$ cat src/rtl/serial_add_ctrl_if.sv
// Request/result bundle for the bit-serial adder controller.
// The ovf signal exists only when SERIAL_ADD_CTRL_OVF_EN is defined.
interface serial_add_ctrl_if #(
    parameter int unsigned WIDTH = 8
);
    logic             start;
    logic [WIDTH-1:0] a;
    logic [WIDTH-1:0] b;
    logic             c_in;
    logic             busy;
    logic             done;
    logic [WIDTH-1:0] result;
    logic             c_out;
`ifdef SERIAL_ADD_CTRL_OVF_EN
    logic             ovf;
`endif

    modport master (
        output start, a, b, c_in,
        input  busy, done, result, c_out
`ifdef SERIAL_ADD_CTRL_OVF_EN
        , input ovf
`endif
    );

    modport slave (
        input  start, a, b, c_in,
        output busy, done, result, c_out
`ifdef SERIAL_ADD_CTRL_OVF_EN
        , output ovf
`endif
    );
endinterface

$ cat src/rtl/serial_add_ctrl.sv
// Bit-serial adder controller: one full-adder bit per clock, LSB first, start/busy/done handshake.
// Optional two's-complement overflow output enabled by SERIAL_ADD_CTRL_OVF_EN.
module serial_add_ctrl #(
    parameter int unsigned WIDTH = 8
) (
    input  logic              clk,
    input  logic              rst,
    serial_add_ctrl_if.slave  bus
);
    localparam int unsigned CntW = $clog2(WIDTH);

    typedef enum logic [1:0] {StIdle, StRun, StDone} state_e;

    state_e           state_q, state_d;
    logic [WIDTH-1:0] sha_q, sha_d;
    logic [WIDTH-1:0] shb_q, shb_d;
    logic [WIDTH-1:0] result_q, result_d;
    logic [CntW-1:0]  cnt_q, cnt_d;
    logic             carry_q, carry_d;
    logic             c_out_q, c_out_d;
`ifdef SERIAL_ADD_CTRL_OVF_EN
    logic             ovf_q, ovf_d;
`endif

    logic sum_bit;
    logic sum_carry;

    // Shared single-bit full adder.
    assign sum_bit   = sha_q[0] ^ shb_q[0] ^ carry_q;
    assign sum_carry = (sha_q[0] & shb_q[0]) | (carry_q & (sha_q[0] ^ shb_q[0]));

    always_comb begin
        state_d  = state_q;
        sha_d    = sha_q;
        shb_d    = shb_q;
        result_d = result_q;
        cnt_d    = cnt_q;
        carry_d  = carry_q;
        c_out_d  = c_out_q;
`ifdef SERIAL_ADD_CTRL_OVF_EN
        ovf_d    = ovf_q;
`endif
        unique case (state_q)
            StIdle: begin
                if (bus.start) begin
                    sha_d   = bus.a;
                    shb_d   = bus.b;
                    carry_d = bus.c_in;
                    cnt_d   = '0;
                    state_d = StRun;
                end
            end
            StRun: begin
                result_d = {sum_bit, result_q[WIDTH-1:1]};
                sha_d    = sha_q >> 1;
                shb_d    = shb_q >> 1;
                carry_d  = sum_carry;
                cnt_d    = cnt_q + 1'b1;
                if (cnt_q == CntW'(WIDTH - 1)) begin
                    c_out_d = sum_carry;
`ifdef SERIAL_ADD_CTRL_OVF_EN
                    // carry_q is the carry into the MSB on this last edge.
                    ovf_d   = carry_q ^ sum_carry;
`endif
                    state_d = StDone;
                end
            end
            StDone: begin
                state_d = StIdle;
            end
            default: begin
                state_d = StIdle;
            end
        endcase
    end

    always_ff @(posedge clk) begin
        if (rst) begin
            state_q  <= StIdle;
            sha_q    <= '0;
            shb_q    <= '0;
            result_q <= '0;
            cnt_q    <= '0;
            carry_q  <= 1'b0;
            c_out_q  <= 1'b0;
`ifdef SERIAL_ADD_CTRL_OVF_EN
            ovf_q    <= 1'b0;
`endif
        end else begin
            state_q  <= state_d;
            sha_q    <= sha_d;
            shb_q    <= shb_d;
            result_q <= result_d;
            cnt_q    <= cnt_d;
            carry_q  <= carry_d;
            c_out_q  <= c_out_d;
`ifdef SERIAL_ADD_CTRL_OVF_EN
            ovf_q    <= ovf_d;
`endif
        end
    end

    assign bus.busy   = (state_q != StIdle);
    assign bus.done   = (state_q == StDone);
    assign bus.result = result_q;
    assign bus.c_out  = c_out_q;
`ifdef SERIAL_ADD_CTRL_OVF_EN
    assign bus.ovf    = ovf_q;
`endif
endmodule

$ cat src/flat_wrapper.sv
// flat-port wrapper written by rule: the top's interface ports become plain ports
module serial_add_ctrl_flat 
#(
    parameter int unsigned WIDTH = 8
)
  (clk, rst, bus_start, bus_a, bus_b, bus_c_in, bus_busy, bus_done, bus_result, bus_c_out);
  serial_add_ctrl_if #(.WIDTH(WIDTH)) bus_i ();
  input  logic clk;
  input  logic rst;
  input wire logic [$bits(bus_i.start)-1:0] bus_start;
  input wire logic [$bits(bus_i.a)-1:0] bus_a;
  input wire logic [$bits(bus_i.b)-1:0] bus_b;
  input wire logic [$bits(bus_i.c_in)-1:0] bus_c_in;
  output wire logic [$bits(bus_i.busy)-1:0] bus_busy;
  output wire logic [$bits(bus_i.done)-1:0] bus_done;
  output wire logic [$bits(bus_i.result)-1:0] bus_result;
  output wire logic [$bits(bus_i.c_out)-1:0] bus_c_out;
  assign bus_i.start = bus_start;
  assign bus_i.a = bus_a;
  assign bus_i.b = bus_b;
  assign bus_i.c_in = bus_c_in;
  assign bus_busy = bus_i.busy;
  assign bus_done = bus_i.done;
  assign bus_result = bus_i.result;
  assign bus_c_out = bus_i.c_out;
  serial_add_ctrl #(.WIDTH(WIDTH)) u_core (.clk(clk), .rst(rst), .bus(bus_i));
endmodule
$ cat config.mk
export PLATFORM = sky130hd
export DESIGN_NAME = serial_add_ctrl_flat
export DESIGN_NICKNAME = d
export VERILOG_FILES = /design/src/rtl/serial_add_ctrl_if.sv /design/src/rtl/serial_add_ctrl.sv /design/src/flat_wrapper.sv
export SDC_FILE = /design/constraint.sdc
export NUM_CORES = 1
export LEC_CHECK = 0
export BUFFER_PORTS_ARGS = -buffer_cell sky130_fd_sc_hd__buf_2
export CAP_MARGIN = 20
export CORE_AREA = 2 2 47 93
export DETAILED_ROUTE_END_ITERATION = 8
export DIE_AREA = 0 0 49 95
export PLACE_DENSITY = 0.52
export SKIP_CTS_REPAIR_TIMING = 1
export SLEW_MARGIN = 10
export SYNTH_ARGS = -nofsm -noshare
export SYNTH_HDL_FRONTEND = slang
export SYNTH_SLANG_ARGS = --single-unit
$ cat constraint.sdc
create_clock -name clk -period 3 [get_ports clk]
set_clock_uncertainty 0.05 [all_clocks]
set_input_delay 0.6 -clock clk [delete_from_list [all_inputs] [get_ports clk]]
set_output_delay 0.6 -clock clk [all_outputs]
set_load 0.02 [all_outputs]
# Word-level counts from Yosys, hierarchy flattened
# Cells that the tools add are included.
# W data, S select, Z words.
# totals
elab_cells	35
input_bits	20
regBits	31
out_inout_bits	11
# classes
n_addsub	1
n_eq_ne	5
bitwise	5
reduce_logical	6
muxes	11
# ops
cell	count
$pmux W8 S2	2
$mux W8	2
$pmux W3 S2	1
$reduce_and A2 Y1	3
$mux W2	2
$pmux W2 S2	1
$reduce_bool A2 Y1	2
$add A3 B1 Y3 const B	1
$eq A3 B3 Y1 const B	1
$mux W3	1
$and A1 B1 Y1	2
$eq A2 B1 Y1 const B	1
$eq A2 B2 Y1 const B	1
$logic_not A2 Y1	1
$ne A2 B1 Y1 const B	1
$ne A2 B2 Y1 const B	1
$pmux W1 S2	1
$xor A1 B1 Y1	2
$mux W1	1
$or A1 B1 Y1	1

# Longest topological paths before layout
# depth
depth_word	4
depth_mapped	5
mapped_depth_nobuf	5

# Worst setup path after synthesis
# No wires, ideal clock.
# synth_path
path_type	input to register
startpoint	input bus_start
endpoint	register u_core.shb_q[3]
t_arrival_ps	1331
setup_ps	134
cell_stages	5
t_required_ps	2816
path_buffers	2
slack_ps	1485
cell_sequence	or3b_1 > buf_6 > buf_12 > nor2_2 > nor4_1
# synth_between
elab_chain_len	2
# synth_lines
element	line	rtl
from (decl)	flat_wrapper.sv:10	input wire logic [$bits(bus_i.start)-1:0] bus_start;
$ne A2 B2 Y1 (no source line)	--	
$reduce_and A2 Y1 (no source line)	--	
to (signal assigned)	serial_add_ctrl.sv:81	shb_q <= '0;
to (signal assigned)	serial_add_ctrl.sv:92	shb_q <= shb_d;
to (decl)	serial_add_ctrl.sv:16	logic [WIDTH-1:0] shb_q, shb_d;
# No other way between the ends.
# A chain may end at the register's enable or synchronous reset.

# Worst setup path after layout
# layout_path
startpoint	register u_core.state_q[0]
endpoint	output bus_busy
# layout_between
elab_chain_len	1
# layout_lines
element	line	rtl
from (decl)	serial_add_ctrl.sv:14	state_e state_q, state_d;
from (signal assigned)	serial_add_ctrl.sv:79	state_q <= StIdle;
from (signal assigned)	serial_add_ctrl.sv:90	state_q <= state_d;
$reduce_bool A2 Y1	serial_add_ctrl.sv:103	assign bus.busy = (state_q != StIdle);
to (decl)	flat_wrapper.sv:14	output wire logic [$bits(bus_i.busy)-1:0] bus_busy;
# No other way between the ends.

==> flow_summary.toml <==
[setup_path]
path_class = "register to output port"
rr_worst_depth = 3
slowest_delay_ns = 0.41
worst-path-buf-inv = 1
cp_top_family = "flip-flops"
reg2reg_from = "u_core.state_q[0]$_SDFFE_PP0P_"
crit_chain = "or2_2, buf_2"
cp_max_fo = 12
crit_cells = 2
critPathCaptureType = "output port"
cp-start-kind = "register"
critPathLaunch = "u_core.state_q[0]$_SDFFE_PP0P_"
crit_required_ns = 2.35
arrival_ns = 1.18
crit_slowest_cell = "dfxtp_1"

[cells_and_area]
syn_to_final_growth_pct = 16.3
fin_area_um2 = 1550
final_cells = 236
nets = 207
antenna_cells = 0
fin_util = 0.388
drive_gt1_frac = 0.272

[clock_tree]
cts_tree = "done"
htreeDepth = 2
clk_pin_slew_worst_paths_ns = 0.06
clk-insertion-delay-late_ns = 0.27
cts_root_buf = "clkbuf_8"
cts_made_buffers = 5
cts_sinks = 31
cts_buffer_depth = 2

[logic_synthesis]
syn_inst = 159
ys_types = 29
synth_area_leaders = "dfxtp_1 46%, nor2_1 11%, nor4_1 7.0%"
syn_nets = 182
synth_top_area_frac = 0.465
ys.flop_type = "dfxtp_1"
synth_edf_count = 0
yosysTopAreaCell = "dfxtp_1"
synth_warnings = 0
synth_common_cells = "40 x nor2_1, 31 x dfxtp_1, 17 x nand2_1"
syn_avg_cell_area_um2 = 8.40
yosysSeqAreaShare = 0.465
ys_seq_elements = 31
synthArstFlopShare = 0
synth_most_common_cell = "nor2_1"
netlist_area_um2 = 1340

[timing]
whs_ns = 0.411
relSlewSlack = 0.409
rsz0062_at_grt = "false"
slew_viol_final = 0
period_share = 0.611
setup_viol = 0
hold_viol_final = 0
fin_ws_ns = 1.17
tightest_slew_ns = 0.887
tns_ns = 0
layout_min_cycle_time_ns = 1.83
max_clock_freq_mhz = 546

[grt]
grt_pass1_wl_um = 4540
grt_pass1_vias = 979
grt_use_total = 0.126
overflow = 0
antenna_found_initial = 0
grt_max_degree = 32

[job]
max_cap_viol_count = 0

[drt]
drtIter0Drc = 21
drt_wl_total_um = 2670
via_per_inst = 4.64
ant_nets = 0
drt_pass1_iterations = 4
wire_per_inst_um = 11.3
drc_errors = 0
vias = 1095

[placed_design]
dpl-instance-area_um2 = 1470
post-place-ws_ns = 0.965
dp.cells = 229
portBuffers = 30
routabilityCongestion = 0.678
dp_hpwl_um = 1720

[worst_hold_path]
min_from = "u_core.bus.c_out$_SDFFE_PP0P_"
hold_path_depth = 2
hp-class = "register to register"

[pwr]
p_total_uw = 877
peakVddDrop_mv = 0.336
power.leakage_nw = 0.663
powerDensity_nw_per_um2 = 565

[floorplan]
rows = 33
die_w_um = 49
ios = 31
die_h_um = 95
core_um2 = 4010
die_area_um2 = 4660
initial_core_util = 0.333

[outcome]
outcome = "completed"
[where the power goes]
group	internal (mW)	total, mW	switching, mW
logic	0.0403	0.101	0.0603
registers	0.436	0.452	0.0158
clock network	0.180	0.324	0.144
[sequential cells by signal, indices dropped and copies added, names as in the netlist]
name,cells
u_core.shb_q,8
u_core.state_q,2
u_core.sha_q,8
u_core.bus.c_out,1
u_core.cnt_q,3
u_core.carry_q,1
u_core.bus.result,8
[worst reg2reg max path, cell delays in order (launching register included)]
cell and delay [ns]:
dfxtp_1 0.54, or3b_1 0.77, nor2_1 0.10, nor4_1 0.27
[worst paths after layout]
kind	endpoint	slack, ns
setup / recovery	bus_busy	1.17
hold / removal	u_core.bus.c_out$_SDFFE_PP0P_	0.41
hold reg to reg	u_core.bus.c_out$_SDFFE_PP0P_	0.41
setup reg to reg	u_core.sha_q[0]$_SDFFE_PP0P_	1.18
[cells in the final DEF (no fill, tap or decap)]
cell type	netlist	layout
or3b_1	1	1
fa_1	1	1
o21bai_1	1	1
o21ai_0	2	2
nor3_1	1	1
nand3_1	1	1
clkbuf_8	0	6
nand3b_1	3	3
nor4_1	15	15
mux2i_1	1	1
nand2_1	17	17
a22oi_1	2	2
nor2_1	40	40
clkinv_2	0	1
a21oi_1	11	11
dfxtp_1	31	31
nor2b_1	3	3
nand2b_2	1	1
ha_1	2	2
inv_1	1	1
o21ba_2	1	1
nor2_4	4	4
buf_2	3	30
a211oi_1	1	1
or2_2	1	1
nor2_2	6	6
[routing by layer]
| metal | part of all wire | GRT usage | vias to the layer above |
|---|---|---|---|
| li1 | - | - | 577 |
| met1 | 0.48 | 0.169 | 479 |
| met2 | 0.45 | 0.192 | 33 |
| met3 | 0.048 | 0.0285 | 6 |
| met4 | 0.021 | 0.0571 | 0 |
| met5 | 0 | 0 | - |
[logic make-up (layout without fill, tap and decap cells)]
group / Yosys count / in the layout / synth area share
adders and majority gates: 3 / 3 / 0.0337
AOI/OAI and AO/OA: 18 / 18 / 0.0787
muxes: 1 / 1 / 0.00750
and+or+nand+nor: 93 / 93 / 0.349
buffers and inverters: 13 / 38 / 0.0665
DFF: 31 / 31 / 0.465
[area by class of cell]
type,instances,area (um^2)
clock inverters,1,5.00
repair buffers,30,150
clock buffers,6,82.6
inverters,1,3.75
flip-flops and latches,31,621
fillers,448,2450
well taps,52,65.1
multi-input cells,115,626
Note: power is estimated with default switching activity, not from simulation.
